==> src/rtl/operand_seq_pkg.sv <==
// operand_seq_pkg: shared state encoding, mode constants and lane geometry for the operand sequencer
package operand_seq_pkg;
    typedef enum logic [1:0] {IDLE, PREFETCH, RUN, DONE} state_t;
    localparam logic MODE_ALEFT = 1'b0;
    localparam logic MODE_ARIGHT = 1'b1;
    localparam int A_LANES = 8;
    localparam int B_LANES = 4;
    // Beats per RAM word minus one: an operand eats 4 lanes per beat on its "wide" side, else 1
    function automatic logic [2:0] word_lim(input logic is_a, input logic mode);
        int lanes;
        lanes = is_a ? A_LANES : B_LANES;
        return 3'(((is_a ^ (mode == MODE_ARIGHT)) ? lanes >> 2 : lanes) - 1);
    endfunction
endpackage

==> src/rtl/operand_seq_if.sv <==
// operand_seq_if: control inputs, RAM read ports and MAC beat controls of the operand sequencer
interface operand_seq_if #(parameter int ADDR_W = 12, parameter int CNT_W = 16);
    logic start, mode, stall;
    logic [CNT_W-1:0] n_inner, n_pass;
    logic [ADDR_W-1:0] a_base, b_base, a_addr, b_addr;
    logic a_rd, b_rd, start_pos, short_data_mode, short_bia_add, long_bia_add;
    logic mac_valid, last_beat, busy, done, err;
    modport master (
        output start, mode, stall, n_inner, n_pass, a_base, b_base,
        input a_rd, b_rd, a_addr, b_addr, start_pos, short_data_mode, short_bia_add, long_bia_add,
        input mac_valid, last_beat, busy, done, err
    );
    modport slave (
        input start, mode, stall, n_inner, n_pass, a_base, b_base,
        output a_rd, b_rd, a_addr, b_addr, start_pos, short_data_mode, short_bia_add, long_bia_add,
        output mac_valid, last_beat, busy, done, err
    );
endinterface

==> src/rtl/opseq_addr_gen.sv <==
// opseq_addr_gen: word-slot counter and read-address register for one operand RAM
module opseq_addr_gen import operand_seq_pkg::*; #(
    parameter int ADDR_W = 12,
    parameter bit IS_A = 1'b1
) (
    input  logic              clk,
    input  logic              rstn,
    input  logic              load,
    input  logic              pre,
    input  logic              adv,
    input  logic              rewind,
    input  logic              fin,
    input  logic              mode,
    input  logic [ADDR_W-1:0] base,
    output logic              rd,
    output logic [ADDR_W-1:0] addr
);
    logic [2:0] slot;
    logic [ADDR_W-1:0] base_q, ptr, nxt;
    logic word_end, run_rd;
    always_comb begin
        word_end = slot == word_lim(IS_A, mode);
        run_rd = adv && word_end && !fin;
        nxt = rewind ? base_q : ptr + 1'b1;
        rd = pre || run_rd;
        addr = run_rd ? nxt : ptr;
    end
    always_ff @(posedge clk) begin
        if (!rstn) begin
            slot <= '0;
            base_q <= '0;
            ptr <= '0;
        end else if (load) begin
            slot <= '0;
            base_q <= base;
            ptr <= base;
        end else if (adv) begin
            slot <= word_end ? 3'd0 : slot + 3'd1;
            if (run_rd) ptr <= nxt;
        end
    end
endmodule

==> src/rtl/operand_seq.sv <==
// operand_seq: streams A/B operand words and emits one MAC beat per cycle.
// OPSEQ_PERF_EN adds saturating stall/beat performance counters.
module operand_seq import operand_seq_pkg::*; #(
    parameter int ADDR_W = 12,
    parameter int CNT_W = 16
) (
    input logic clk,
    input logic rstn,
    operand_seq_if.slave bus
`ifdef OPSEQ_PERF_EN
    ,
    output logic [31:0] perf_stall_cnt,
    output logic [31:0] perf_beat_cnt
`endif
);
    state_t state;
    logic mode_q;
    logic [CNT_W-1:0] n_inner_q, n_pass_q, k, pass;
    logic ok, accept, pre, beat, pass_end, fin;
    always_comb begin
        ok = bus.n_inner != '0 && bus.n_inner[2:0] == 3'd0 && bus.n_pass != '0;
        accept = state == IDLE && bus.start && ok;
        pre = state == PREFETCH;
        beat = state == RUN && !bus.stall;
        pass_end = k == n_inner_q - 1'b1;
        fin = pass_end && pass == n_pass_q - 1'b1;
    end
    assign bus.mac_valid = beat;
    assign bus.short_bia_add = beat;
    assign bus.long_bia_add = beat && mode_q == MODE_ALEFT;
    assign bus.last_beat = beat && pass_end;
    assign bus.short_data_mode = mode_q;
    always_ff @(posedge clk) begin
        if (!rstn) begin
            state <= IDLE;
            mode_q <= 1'b0;
            n_inner_q <= '0;
            n_pass_q <= '0;
            k <= '0;
            pass <= '0;
            bus.start_pos <= 1'b0;
            bus.busy <= 1'b0;
            bus.done <= 1'b0;
            bus.err <= 1'b0;
        end else begin
            bus.start_pos <= 1'b0;
            bus.done <= 1'b0;
            bus.err <= 1'b0;
            case (state)
                IDLE: if (bus.start) begin
                    if (ok) begin
                        mode_q <= bus.mode;
                        n_inner_q <= bus.n_inner;
                        n_pass_q <= bus.n_pass;
                        k <= '0;
                        pass <= '0;
                        bus.start_pos <= 1'b1;
                        bus.busy <= 1'b1;
                        state <= PREFETCH;
                    end else bus.err <= 1'b1;
                end
                PREFETCH: state <= RUN;
                RUN: if (beat) begin
                    if (fin) begin
                        bus.done <= 1'b1;
                        state <= DONE;
                    end else if (pass_end) begin
                        k <= '0;
                        pass <= pass + 1'b1;
                    end else k <= k + 1'b1;
                end
                DONE: begin
                    bus.busy <= 1'b0;
                    state <= IDLE;
                end
                default: state <= IDLE;
            endcase
        end
    end
    // B rewinds to its base at each pass boundary; A runs linearly across passes
    opseq_addr_gen #(.ADDR_W(ADDR_W), .IS_A(1'b1)) u_a (
        .clk(clk), .rstn(rstn), .load(accept), .pre(pre), .adv(beat), .rewind(1'b0), .fin(fin),
        .mode(mode_q), .base(bus.a_base), .rd(bus.a_rd), .addr(bus.a_addr)
    );
    opseq_addr_gen #(.ADDR_W(ADDR_W), .IS_A(1'b0)) u_b (
        .clk(clk), .rstn(rstn), .load(accept), .pre(pre), .adv(beat), .rewind(pass_end), .fin(fin),
        .mode(mode_q), .base(bus.b_base), .rd(bus.b_rd), .addr(bus.b_addr)
    );
`ifdef OPSEQ_PERF_EN
    always_ff @(posedge clk) begin
        if (!rstn || accept) begin
            perf_stall_cnt <= '0;
            perf_beat_cnt <= '0;
        end else begin
            if (state == RUN && bus.stall && !(&perf_stall_cnt)) perf_stall_cnt <= perf_stall_cnt + 1'b1;
            if (beat && !(&perf_beat_cnt)) perf_beat_cnt <= perf_beat_cnt + 1'b1;
        end
    end
`endif
endmodule
==> src/flat_wrapper.sv <==
// flat-port wrapper written by rule: the top's interface ports become plain ports
module operand_seq_flat import operand_seq_pkg::*;
#(
    parameter int ADDR_W = 12,
    parameter int CNT_W = 16
)
  (clk, rstn, bus_start, bus_mode, bus_stall, bus_n_inner, bus_n_pass, bus_a_base, bus_b_base, bus_a_rd, bus_b_rd, bus_a_addr, bus_b_addr, bus_start_pos, bus_short_data_mode, bus_short_bia_add, bus_long_bia_add, bus_mac_valid, bus_last_beat, bus_busy, bus_done, bus_err);
  operand_seq_if #(.ADDR_W(ADDR_W), .CNT_W(CNT_W)) bus_i ();
  input logic clk;
  input logic rstn;
  input wire logic [$bits(bus_i.start)-1:0] bus_start;
  input wire logic [$bits(bus_i.mode)-1:0] bus_mode;
  input wire logic [$bits(bus_i.stall)-1:0] bus_stall;
  input wire logic [$bits(bus_i.n_inner)-1:0] bus_n_inner;
  input wire logic [$bits(bus_i.n_pass)-1:0] bus_n_pass;
  input wire logic [$bits(bus_i.a_base)-1:0] bus_a_base;
  input wire logic [$bits(bus_i.b_base)-1:0] bus_b_base;
  output wire logic [$bits(bus_i.a_rd)-1:0] bus_a_rd;
  output wire logic [$bits(bus_i.b_rd)-1:0] bus_b_rd;
  output wire logic [$bits(bus_i.a_addr)-1:0] bus_a_addr;
  output wire logic [$bits(bus_i.b_addr)-1:0] bus_b_addr;
  output wire logic [$bits(bus_i.start_pos)-1:0] bus_start_pos;
  output wire logic [$bits(bus_i.short_data_mode)-1:0] bus_short_data_mode;
  output wire logic [$bits(bus_i.short_bia_add)-1:0] bus_short_bia_add;
  output wire logic [$bits(bus_i.long_bia_add)-1:0] bus_long_bia_add;
  output wire logic [$bits(bus_i.mac_valid)-1:0] bus_mac_valid;
  output wire logic [$bits(bus_i.last_beat)-1:0] bus_last_beat;
  output wire logic [$bits(bus_i.busy)-1:0] bus_busy;
  output wire logic [$bits(bus_i.done)-1:0] bus_done;
  output wire logic [$bits(bus_i.err)-1:0] bus_err;
  assign bus_i.start = bus_start;
  assign bus_i.mode = bus_mode;
  assign bus_i.stall = bus_stall;
  assign bus_i.n_inner = bus_n_inner;
  assign bus_i.n_pass = bus_n_pass;
  assign bus_i.a_base = bus_a_base;
  assign bus_i.b_base = bus_b_base;
  assign bus_a_rd = bus_i.a_rd;
  assign bus_b_rd = bus_i.b_rd;
  assign bus_a_addr = bus_i.a_addr;
  assign bus_b_addr = bus_i.b_addr;
  assign bus_start_pos = bus_i.start_pos;
  assign bus_short_data_mode = bus_i.short_data_mode;
  assign bus_short_bia_add = bus_i.short_bia_add;
  assign bus_long_bia_add = bus_i.long_bia_add;
  assign bus_mac_valid = bus_i.mac_valid;
  assign bus_last_beat = bus_i.last_beat;
  assign bus_busy = bus_i.busy;
  assign bus_done = bus_i.done;
  assign bus_err = bus_i.err;
  operand_seq #(.ADDR_W(ADDR_W), .CNT_W(CNT_W)) u_core (.clk(clk), .rstn(rstn), .bus(bus_i));
endmodule
==> config.mk <==
export PLATFORM = sky130hd
export DESIGN_NAME = operand_seq_flat
export DESIGN_NICKNAME = d
export VERILOG_FILES = /design/src/rtl/operand_seq_pkg.sv /design/src/rtl/operand_seq_if.sv /design/src/rtl/opseq_addr_gen.sv /design/src/rtl/operand_seq.sv /design/src/flat_wrapper.sv
export SDC_FILE = /design/constraint.sdc
export NUM_CORES = 1
export LEC_CHECK = 0
export ABC_AREA = 1
export BUFFER_PORTS_ARGS = -buffer_cell sky130_fd_sc_hd__buf_2
export CAP_MARGIN = 20
export CORE_MARGIN = 5
export CORE_UTILIZATION = 37
export CTS_BUF_LIST = sky130_fd_sc_hd__clkbuf_2
export DETAILED_ROUTE_END_ITERATION = 16
export GPL_TIMING_DRIVEN = 0
export PLACE_DENSITY = 0.59
export SYNTH_ARGS = -nofsm -noshare
export SYNTH_HDL_FRONTEND = slang
export SYNTH_SLANG_ARGS = --single-unit
==> constraint.sdc <==
create_clock -name clk -period 2.7 [get_ports clk]
set_input_delay 0.54 -clock clk [delete_from_list [all_inputs] [get_ports clk]]
set_output_delay 0.54 -clock clk [all_outputs]
set_load 0.05 [all_outputs]
==> results of run 1 <==
==> per-stage QoR <==
stage	TNS, ns	instance area [sq um]	util, %	hold WS, ns
after CTS	-25.00	9890	48.7	0.000344
final	-24.17	10100	49.9	0.0535
after global routing	-32.70	10100	49.9	0.000398
after detailed placement	-53.50	8580	42.2	0.464
after floorplan	-0.0662	7760	-	0.444
after global placement	-57.08	8580	42.2	0.461
==> final cells by class <==
cell class	count	area share [%]
Inverter	147	5.75
Antenna cell	1	0.0247
Sequential cell	113	22.5
Multi-Input combinational cell	891	50.0
Clock inverter	15	1.35
Timing Repair Buffer	159	13.3
Clock buffer	17	0.840
Buffer	44	3.01
Tap cell	270	3.34
==> sequential cells by signal, indices dropped and copies added (netlist names) <==
signal and flops:
u_core.n_inner_q 16, u_core.n_pass_q 16, u_core.state 2, u_core.u_b.base_q 12
u_core.u_b.slot 3, u_core.u_b.ptr 12, u_core.bus.done 1, u_core.u_a.ptr 12
u_core.bus.short_data_mode 1, u_core.bus.start_pos 1, u_core.bus.busy 1, u_core.u_a.slot 3
u_core.pass 16, u_core.bus.err 1, u_core.k 16
==> kinds of logic (layout without fill, tap and decap cells) <==
family	Yosys count	count (layout)
AOI/OAI and AO/OA	136	136
xor gates and xnor gates	74	74
adders and majority gates	12	12
buffers and inverters	191	382
DFF	113	113
other	0	1
and+or+nand+nor	669	669
==> final timing paths <==
kind / endpoint / slack (ns) / cells after the start
worst max-delay path: bus_b_addr[2] / -0.94 / 19
worst max register to register: u_core.bus.done$_SDFF_PN0_ / -0.90 / 28
worst min-delay path: u_core.n_pass_q[13]$_SDFFE_PN0P_ / 0.05 / 3
worst min register to register: u_core.u_b.base_q[1]$_SDFFE_PN0P_ / 0.49 / 2
==> power breakdown <==
part	internal, mW	total [mW]	leakage (nW)	switching (mW)
registers	1.77	1.90	0.919	0.121
clock network	0.339	1.10	0.129	0.760
logic	0.734	1.99	3.48	1.26
total	2.85	4.99	4.52	2.14
==> cells in the mapped netlist, types with 10 or more instances <==
library cell  number  area (sq um)
nand2_1          314          1180
nand3_1          141           706
inv_1            137           514
dfxtp_1          113          2260
nor2_1           101           379
o21ai_0           58           290
xor2_1            52           455
a21oi_1           48           240
nor3_1            36           180
clkbuf_1          24          90.1
xnor2_1           20           175
nand2_2           19           119
ha_1              12           150
nor4_1            12          75.1
buf_2             10          50.1
nand4_1           10          62.6
==> worst reg2reg max path, delay by kind of cell, from the launching register on <==
| kind | cells | cell delay (ns) |
|---|---|---|
| adders and majority gates | 1 | 0.15 |
| buffers and inverters | 17 | 1.56 |
| DFF | 1 | 0.39 |
| and+or+nand+nor | 10 | 1.38 |
==> cell usage in the layout (no fill, tap or decap), types with 7 or more instances in the layout <==
cell type / count
nand2_1: 271
nand3_1: 138
inv_1: 132
dfxtp_1: 104
nor2_1: 94
buf_2: 72
o21ai_0: 57
xor2_1: 52
a21oi_1: 47
nand2_4: 35
buf_4: 35
nor3_1: 32
nand2_2: 30
dlygate4sd3_1: 25
buf_8: 23
xnor2_1: 20
clkbuf_2: 20
clkbuf_1: 20
buf_6: 16
nand4_1: 10
nor2_2: 10
nor4_1: 10
nor2_4: 9
a21oi_2: 9
o22ai_1: 9
ha_1: 9
nand3b_1: 8
dfxtp_2: 8
inv_2: 7
a211oi_1: 7
==> timing repair <==
item | in CTS | in global routing
hold buffers | 17 | 8
cloned | 2 | 0
resized for setup | 175 | 40
setup endpoints to repair | 60 | 88
endpoints found under the hold margin | 17 | 8
pin swaps | 23 | 10
setup buffers | 33 | 4
==> metal layers <==
| layer | vias to the layer above | wire length [um] |
|---|---|---|
| met1 | 3830 | 11500 |
| met5 | - | 0 |
| met4 | 0 | 474 |
| met2 | 202 | 11500 |
| li1 | 4207 | - |
| met3 | 26 | 1080 |
==> impl_metrics.json, run 1 <==
{
  "outcome": "finished with violations",
  "failed_checks": "negative setup slack",
  "cp_cell_sequence": "inv_4 > ha_4 > nand3_4 > nor2_4 > nand2_2 > nand2_2 > nand2_1 > inv_1 > nand2_1 > nor2_1 > nand2_1 > nor2_4 > nand2_4 > nand2_8 > buf_12 > buf_16 > nand2_2 > nand2_4 > buf_8",
  "total_power_mw": 4.99,
  "syn_nets": 1268,
  "critPathBufInv": 5,
  "finalClockSkew_ns": 0.0506,
  "rows": 52,
  "wirelength_um": 24600,
  "clockBufferDepth": 2,
  "r2r-start": "u_core.n_pass_q[0]$_SDFFE_PN0P_",
  "grt_first_pass_wirelength_um": 39200,
  "post-place-ws_ns": -0.944,
  "synth_area_per_cell_sq_um": 6.41,
  "yosysWarnings": 0,
  "htreeDepth": 4,
  "layout_setup_ws_ns": -0.937,
  "dp.cells": 1560,
  "clk_pin_slew_ns": 0.24,
  "numCtsBuffers": 17,
  "drive_above_1_share_pct": 23.7,
  "root_buffer": "clkbuf_2",
  "worst-path-max-fanout": 6,
  "synth_top_family_by_area": "simple AND/OR/NAND/NOR gates",
  "multi_input_area_sq_um": 5060,
  "antenna_found_initial": 1,
  "power_density_nw_per_um2": 493,
  "async_reset_ff_share_pct": 0,
  "slew_headroom_pct": 47.7,
  "grt_pass1_vias": 7860,
  "use_met3_pct": 4.10,
  "setup_viol": 28,
  "synth-xor-area-share_pct": 8.74,
  "start_util_pct": 37.7,
  "fillers": 2106,
  "netlist_area_sq_um": 7650,
  "critPathRequiredTime_ns": 2.16,
  "cts.sinks": 113,
  "seq_area_sq_um": 2280,
  "gp_congestion": 0.862,
  "irDropWorstVdd_mv": 0.447,
  "post-route-drc-count": 0,
  "max_freq_ghz": 0.275,
  "slowest_delay_ns": 0.39,
  "core_area_sq_um": 20300,
  "synth_edf_count": 0,
  "crit_path_start_kind": "register",
  "arrival_ns": 3.10,
  "io_buffers": 95,
  "muxShareOfSynthArea_pct": 0,
  "ys_seq_area_share_pct": 29.6,
  "stdcell_count": 1657,
  "grt_setup_unrepaired": "yes",
  "grt_util_met1_pct": 27.0,
  "postRouteAntennaNets": 0,
  "yosys.cell_types.count": 44,
  "synthAdderAreaFrac_pct": 1.96,
  "slowest_stage": "dfxtp_2",
  "die_x_um": 154,
  "grt_usage_pct": 20.4,
  "startpoint": "u_core.n_pass_q[0]$_SDFFE_PN0P_",
  "syn_to_final_growth_pct": 32.3,
  "synth_compound_area_share_pct": 9.82,
  "post_drt_wl_per_cell_um": 14.8,
  "path_class": "register to output port",
  "drv_slew": 0,
  "grt.busiest_layer": "met2",
  "die_h_um": 154,
  "viasPerCell": 4.99,
  "vias": 8265,
  "critPathCaptureType": "output port",
  "dieArea_sq_um": 23700,
  "dpl.hpwl_um": 18000,
  "grt-ovfl-total": 0,
  "hold_violations": 0,
  "finalCriticalPeriod_ns": 3.64,
  "cp_top_family": "simple AND/OR/NAND/NOR gates",
  "maxCapViolCount": 0,
  "cts_tree": "built",
  "clk-insertion-delay-late_ns": 0.72,
  "drt-initial-drc-count": 485,
  "grt_max_degree": 17,
  "ys_ff_latch": 113,
  "final_nets": 1446,
  "syn_inst": 1195,
  "synthFlopType": "dfxtp_1",
  "p_leak_nw": 4.52,
  "period_share_pct": 135,
  "ios": 96,
  "tightest_slew_ns": 0.784,
  "grtUsageMet2_pct": 33.9,
  "first_pass_iters": 5,
  "hold_class": "input port to register",
  "min_from": "bus_n_pass[13]",
  "yosys.area_share.simple_pct": 39.7
}
(Power assumes the default switching activity.)
==> run 2, diff against run 1 <==
- PLACE_DENSITY: 0.59 -> not set
- PLACE_DENSITY_LB_ADDON: not set -> 0.08
- SLEW_MARGIN: not set -> 20
==> run 2 against run 1 <==
The run still ends with negative setup slack left. Final area rose by 0.73%. Fmax increased by 1.1%. Sequential power hardly changed. Global-route usage up 0.25 points. Cell count decreased by 0.78%. Core utilization grew 0.36 points. Critical path type unchanged. Critical endpoint is now bus_b_addr[6]. Highest routed layer unchanged.
==> impl_metrics.json, run 2 (synthesis gave the netlist of run 1 again) <==
{
  "outcome": "finished with violations",
  "failed_checks": "negative setup slack",
  "post-route-drc-count": 0,
  "seq_area_sq_um": 2280,
  "antenna_found_initial": 1,
  "fillers": 2138,
  "grt_setup_unrepaired": "yes",
  "ios": 96,
  "postRouteAntennaNets": 0,
  "vias": 8035,
  "clockBufferDepth": 2,
  "fin_hold_ws_ns": 0.0467,
  "crit_path_start_kind": "register",
  "tightest_slew_ns": 0.815,
  "dieArea_sq_um": 23700,
  "htreeDepth": 4,
  "post_drt_wl_per_cell_um": 15.3,
  "fin_util_pct": 50.2,
  "drv_slew": 0,
  "die_x_um": 154,
  "critPathRequiredTime_ns": 2.16,
  "grt-ovfl-total": 0,
  "grt_first_pass_wirelength_um": 39600,
  "power_density_nw_per_um2": 520,
  "path_class": "register to output port",
  "layout_setup_ws_ns": -0.896,
  "final_common_cell": "nand2_1",
  "start_util_pct": 37.7,
  "finalCriticalPeriod_ns": 3.60,
  "first_pass_iters": 5,
  "rows": 52,
  "gp_congestion": 0.861,
  "viasPerCell": 4.89,
  "finalClockSkew_ns": 0.0505,
  "irDropWorstVdd_mv": 0.333,
  "wirelength_um": 25100,
  "drt-initial-drc-count": 351,
  "hold_class": "input port to register",
  "io_buffers": 95,
  "cts.sinks": 113,
  "numCtsBuffers": 17,
  "final_nets": 1433,
  "reg2reg_setup_slack_ns": -0.01,
  "core_area_sq_um": 20300,
  "multi_input_area_sq_um": 5140,
  "slew_headroom_pct": 45.7,
  "arrival_ns": 3.06,
  "critPathCaptureType": "output port",
  "root_buffer": "clkbuf_2",
  "drive_above_1_share_pct": 24.8,
  "grt_usage_pct": 20.6,
  "setup_viol": 28,
  "max_freq_ghz": 0.278,
  "cts_tree": "built",
  "clk_pin_slew_ns": 0.21,
  "post-place-ws_ns": -0.809,
  "maxCapViolCount": 0,
  "die_h_um": 154,
  "p_leak_nw": 4.56,
  "worst-path-max-fanout": 7,
  "grt_max_degree": 17,
  "period_share_pct": 133,
  "hold_violations": 0,
  "final_cell_mix": "266 x nand2_1, 134 x nand3_1, 131 x inv_1, 101 x dfxtp_1, 92 x nor2_1",
  "grt_pass1_vias": 7733,
  "syn_to_final_growth_pct": 33.2,
  "clk-insertion-delay-late_ns": 0.73,
  "dpl.hpwl_um": 18700
}
[run 2: changes by cell type in the layout (fill, tap and decap cells not counted), moves of 5 or more]
cell / before / now
clkbuf_16: 1 / 6
o21ai_0: 57 / 48
nand2_1: 271 / 266
dlygate4sd3_1: 25 / 10
buf_4: 35 / 30
o21ai_1: 3 / 11
[run 2: worst max-delay path, stage by stage (launching register included)]
cell and delay (ns):
dfxtp_2 0.37, inv_4 0.07, ha_4 0.15, nand3_4 0.12, nor2_4 0.22, nand3_2 0.09, nand2_2 0.08, nand3_2 0.06
nor2_2 0.12, nand2_2 0.10, nor2_4 0.14, buf_12 0.14, nand2_8 0.09, nand2_8 0.11, inv_6 0.05, clkbuf_16 0.16
nand2_4 0.07, nand2_4 0.05, buf_8 0.14
[run 2: final timing paths]
check,startpoint,endpoint,cells past startpoint
max,u_core.n_inner_q[0]$_SDFFE_PN0P_,bus_b_addr[6],18
min,bus_a_base[7],u_core.u_a.ptr[7]$_SDFFE_PN0P_,3
max reg2reg,u_core.n_inner_q[0]$_SDFFE_PN0P_,u_core.pass[7]$_SDFFE_PN0P_,19
min reg2reg,u_core.n_inner_q[1]$_SDFFE_PN0P_,u_core.n_inner_q[1]$_SDFFE_PN0P_,2
[run 2: area by class of cell]
cell class | count | share of cell area, %
buffer | 44 | 3.18
clock buffer | 19 | 0.932
inverter | 147 | 5.70
multi-input combinational | 892 | 50.4
antenna | 1 | 0.0245
timing repair buffer | 145 | 12.3
sequential | 113 | 22.4
clock inverter | 13 | 1.83
tap | 270 | 3.31
[run 2: timing repair]
item / CTS / global route
gates cloned: 1 / 6
pin swaps: 10 / 27
hold buffers: 7 / 3
buffers inserted: 20 / 15
setup endpoints to repair: 101 / 72
gates resized for setup: 133 / 116
hold endpoints to repair: 7 / 3
[run 2: per-layer routing]
metal	global-route usage [%]	wire, um
met3	3.49	1140
met1	28.8	12100
met2	33.1	11600
met5	0	0
met4	5.21	329
[run 2: stage by stage]
step,area (sq um),total power [mW],TNS (ns),std cells
after global placement,8580,3.57,-61.99,1560
final,10200,5.30,-22.50,1644
after global routing,10200,5.62,-33.04,1644
after detailed placement,8580,3.57,-58.89,1560
after floorplan,7760,3.14,-0.0662,1195
after CTS,9520,5.12,-23.40,1620
[run 2: report_power, final]
| part | switching (mW) | leakage [nW] | internal, mW | total [mW] |
|---|---|---|---|---|
| Combinational | 1.28 | 3.48 | 0.781 | 2.06 |
| Sequential | 0.113 | 0.920 | 1.77 | 1.89 |
| Clock | 0.736 | 0.158 | 0.618 | 1.35 |
==> run 3, diff against run 2 <==
- clock period: 2.7 -> 4.3 ns (I/O delays scaled with it)
==> run 3 against run 2 <==
The flow now finishes without violations. First-iteration DRC count increased by 28%. Via count fell by 3.3%. Register-to-register slack improved by 1.4 ns. Final area is 13% lower.
==> impl_metrics.json, run 3 (synthesis gave the netlist of run 1 again) <==
{
  "critPathCaptureType": "output port",
  "cts.sinks": 113,
  "fin_area_sq_um": 8860,
  "cts_tree": "built",
  "dieArea_sq_um": 23700,
  "post-place-ws_ns": 0.529,
  "grt_max_degree": 17,
  "layout_setup_ws_ns": 0.262,
  "slowest_stage": "dfxtp_1",
  "cts_hold_buf": 0,
  "postRouteAntennaNets": 0,
  "clk-insertion-delay-late_ns": 0.70,
  "multi_input_area_sq_um": 4680,
  "irDropWorstVdd_mv": 0.192,
  "first_pass_iters": 6,
  "r2r_end": "u_core.n_pass_q[13]$_SDFFE_PN0P_",
  "wirelength_um": 24300,
  "drv_slew": 0,
  "io_buffers": 95,
  "clockBufferDepth": 2,
  "root_buffer": "clkbuf_2",
  "grt_pass1_vias": 7394,
  "numCtsBuffers": 17,
  "core_area_sq_um": 20300,
  "arrival_ns": 3.18,
  "final_cell_mix": "314 x nand2_1, 141 x nand3_1, 133 x inv_1, 111 x dfxtp_1, 99 x nor2_1",
  "slew_headroom_pct": 42.3,
  "crit_path_start_kind": "register",
  "maxCapViolCount": 0,
  "slowest_delay_ns": 0.38,
  "drive_above_1_share_pct": 16.7,
  "final_common_cell": "nand2_1",
  "reg2reg_setup_slack_ns": 1.39,
  "die_h_um": 154,
  "fin_util_pct": 43.6,
  "cp_top_family": "buffers and inverters",
  "p_leak_nw": 4.01,
  "fillers": 2281,
  "rows": 52,
  "outcome": "finished, final reports clean",
  "start_util_pct": 37.7,
  "min_path_cells": 3,
  "critPathRequiredTime_ns": 3.44,
  "r2r-start": "u_core.state[1]$_SDFFE_PN0P_",
  "grt_first_pass_wirelength_um": 38600,
  "finalClockSkew_ns": 0.0443,
  "worst-path-max-fanout": 10,
  "period_share_pct": 93.9,
  "vias": 7771,
  "cp_cell_sequence": "inv_1 > ha_1 > buf_4 > inv_2 > nor2_8 > clkinv_2 > nor4_4 > nand2_4 > inv_2 > buf_6 > nand2_1 > nand2_1 > clkbuf_4",
  "ios": 96,
  "tightest_slew_ns": 0.866,
  "hold_class": "input port to register",
  "hold_end": "u_core.u_b.base_q[9]$_SDFFE_PN0P_",
  "finalCriticalPeriod_ns": 4.04,
  "critPathBufInv": 7,
  "min_from": "bus_b_base[9]",
  "place_area_sq_um": 8470,
  "gp_congestion": 0.891,
  "power_density_nw_per_um2": 333,
  "startpoint": "u_core.state[0]$_SDFFE_PN0P_",
  "max_freq_ghz": 0.248,
  "hold_violations": 0,
  "rr_worst_depth": 8,
  "dpl.hpwl_um": 18500,
  "drt-initial-drc-count": 451,
  "path_class": "register to output port",
  "setup_viol": 0,
  "antenna_found_initial": 1,
  "post_drt_wl_per_cell_um": 15.2,
  "final_nets": 1386,
  "die_x_um": 154,
  "grt_usage_pct": 20.2,
  "syn_to_final_growth_pct": 15.7,
  "post-route-drc-count": 0,
  "clk_pin_slew_ns": 0.21,
  "seq_area_sq_um": 2260,
  "viasPerCell": 4.86,
  "htreeDepth": 4,
  "grt-ovfl-total": 0
}
-- run 3: cell types whose count changed in the layout (fill, tap and decap cells not counted), sizes merged, moves of 2 or more --
cell	change
clkbuf	-4
clkinv	+2
dlygate4sd3	-10
buf	-32
bufinv	-2
-- run 3: worst reg2reg max path, stage by stage (launching register included) --
cell and delay, ns:
dfxtp_1 0.38, inv_1 0.10, ha_1 0.22, inv_1 0.07, nor2_1 0.63, inv_1 0.26
nand2_1 0.29, clkbuf_1 0.62, o21ai_0 0.17
-- run 3: how the worst max path moves through the flow --
stage | end | depth (start not counted)
floorplan | bus_last_beat | 4
global placement | u_core.n_pass_q[0]$_SDFFE_PN0P_ | 8
detailed placement | u_core.n_pass_q[0]$_SDFFE_PN0P_ | 8
CTS | bus_a_addr[1] | 16
global route | bus_a_addr[1] | 18
finish | bus_b_addr[5] | 13
-- run 3: timing repair --
item | CTS | global route
setup buffers | 0 | 4
endpoints found under the setup margin | 20 | 26
pin swaps | 0 | 6
gates resized for setup | 20 | 19
endpoints found under the hold margin | 0 | 0
cloned | 0 | 0
-- run 3: metrics by stage --
stage | setup TNS (ns) | hold slack [ns] | cells | total power, mW
floorplan | 0 | 0.444 | 1195 | 1.94
global placement | 0 | 0.460 | 1560 | 2.21
detailed placement | 0 | 0.459 | 1560 | 2.22
CTS | 0 | 0.293 | 1592 | 2.97
global route | -0.0244 | 0.271 | 1598 | 3.15
finish | 0 | 0.369 | 1598 | 2.95
-- run 3: per-layer routing --
layer,global-route usage (%),up-vias,share of wire (%)
li1,-,4082,-
met1,27.9,3482,48
met2,32.7,183,45
met3,4.22,24,5.5
met4,4.71,0,1.4
met5,0,-,0
-- run 3: where the power goes --
group	total, mW	switching (mW)	internal [mW]
clock network	0.720	0.450	0.270
registers	1.18	0.0674	1.11
logic	1.05	0.724	0.322
total	2.95	1.24	1.70
-- run 3: cell type report --
type	count	share of cell area (%)
Antenna cell	2	0.0565
Buffer	44	2.73
Clock buffer	19	1.07
Clock inverter	13	1.57
Inverter	147	6.24
Multi-Input combinational cell	891	52.9
Sequential cell	113	25.6
Tap cell	270	3.81
Timing Repair Buffer	99	6.09
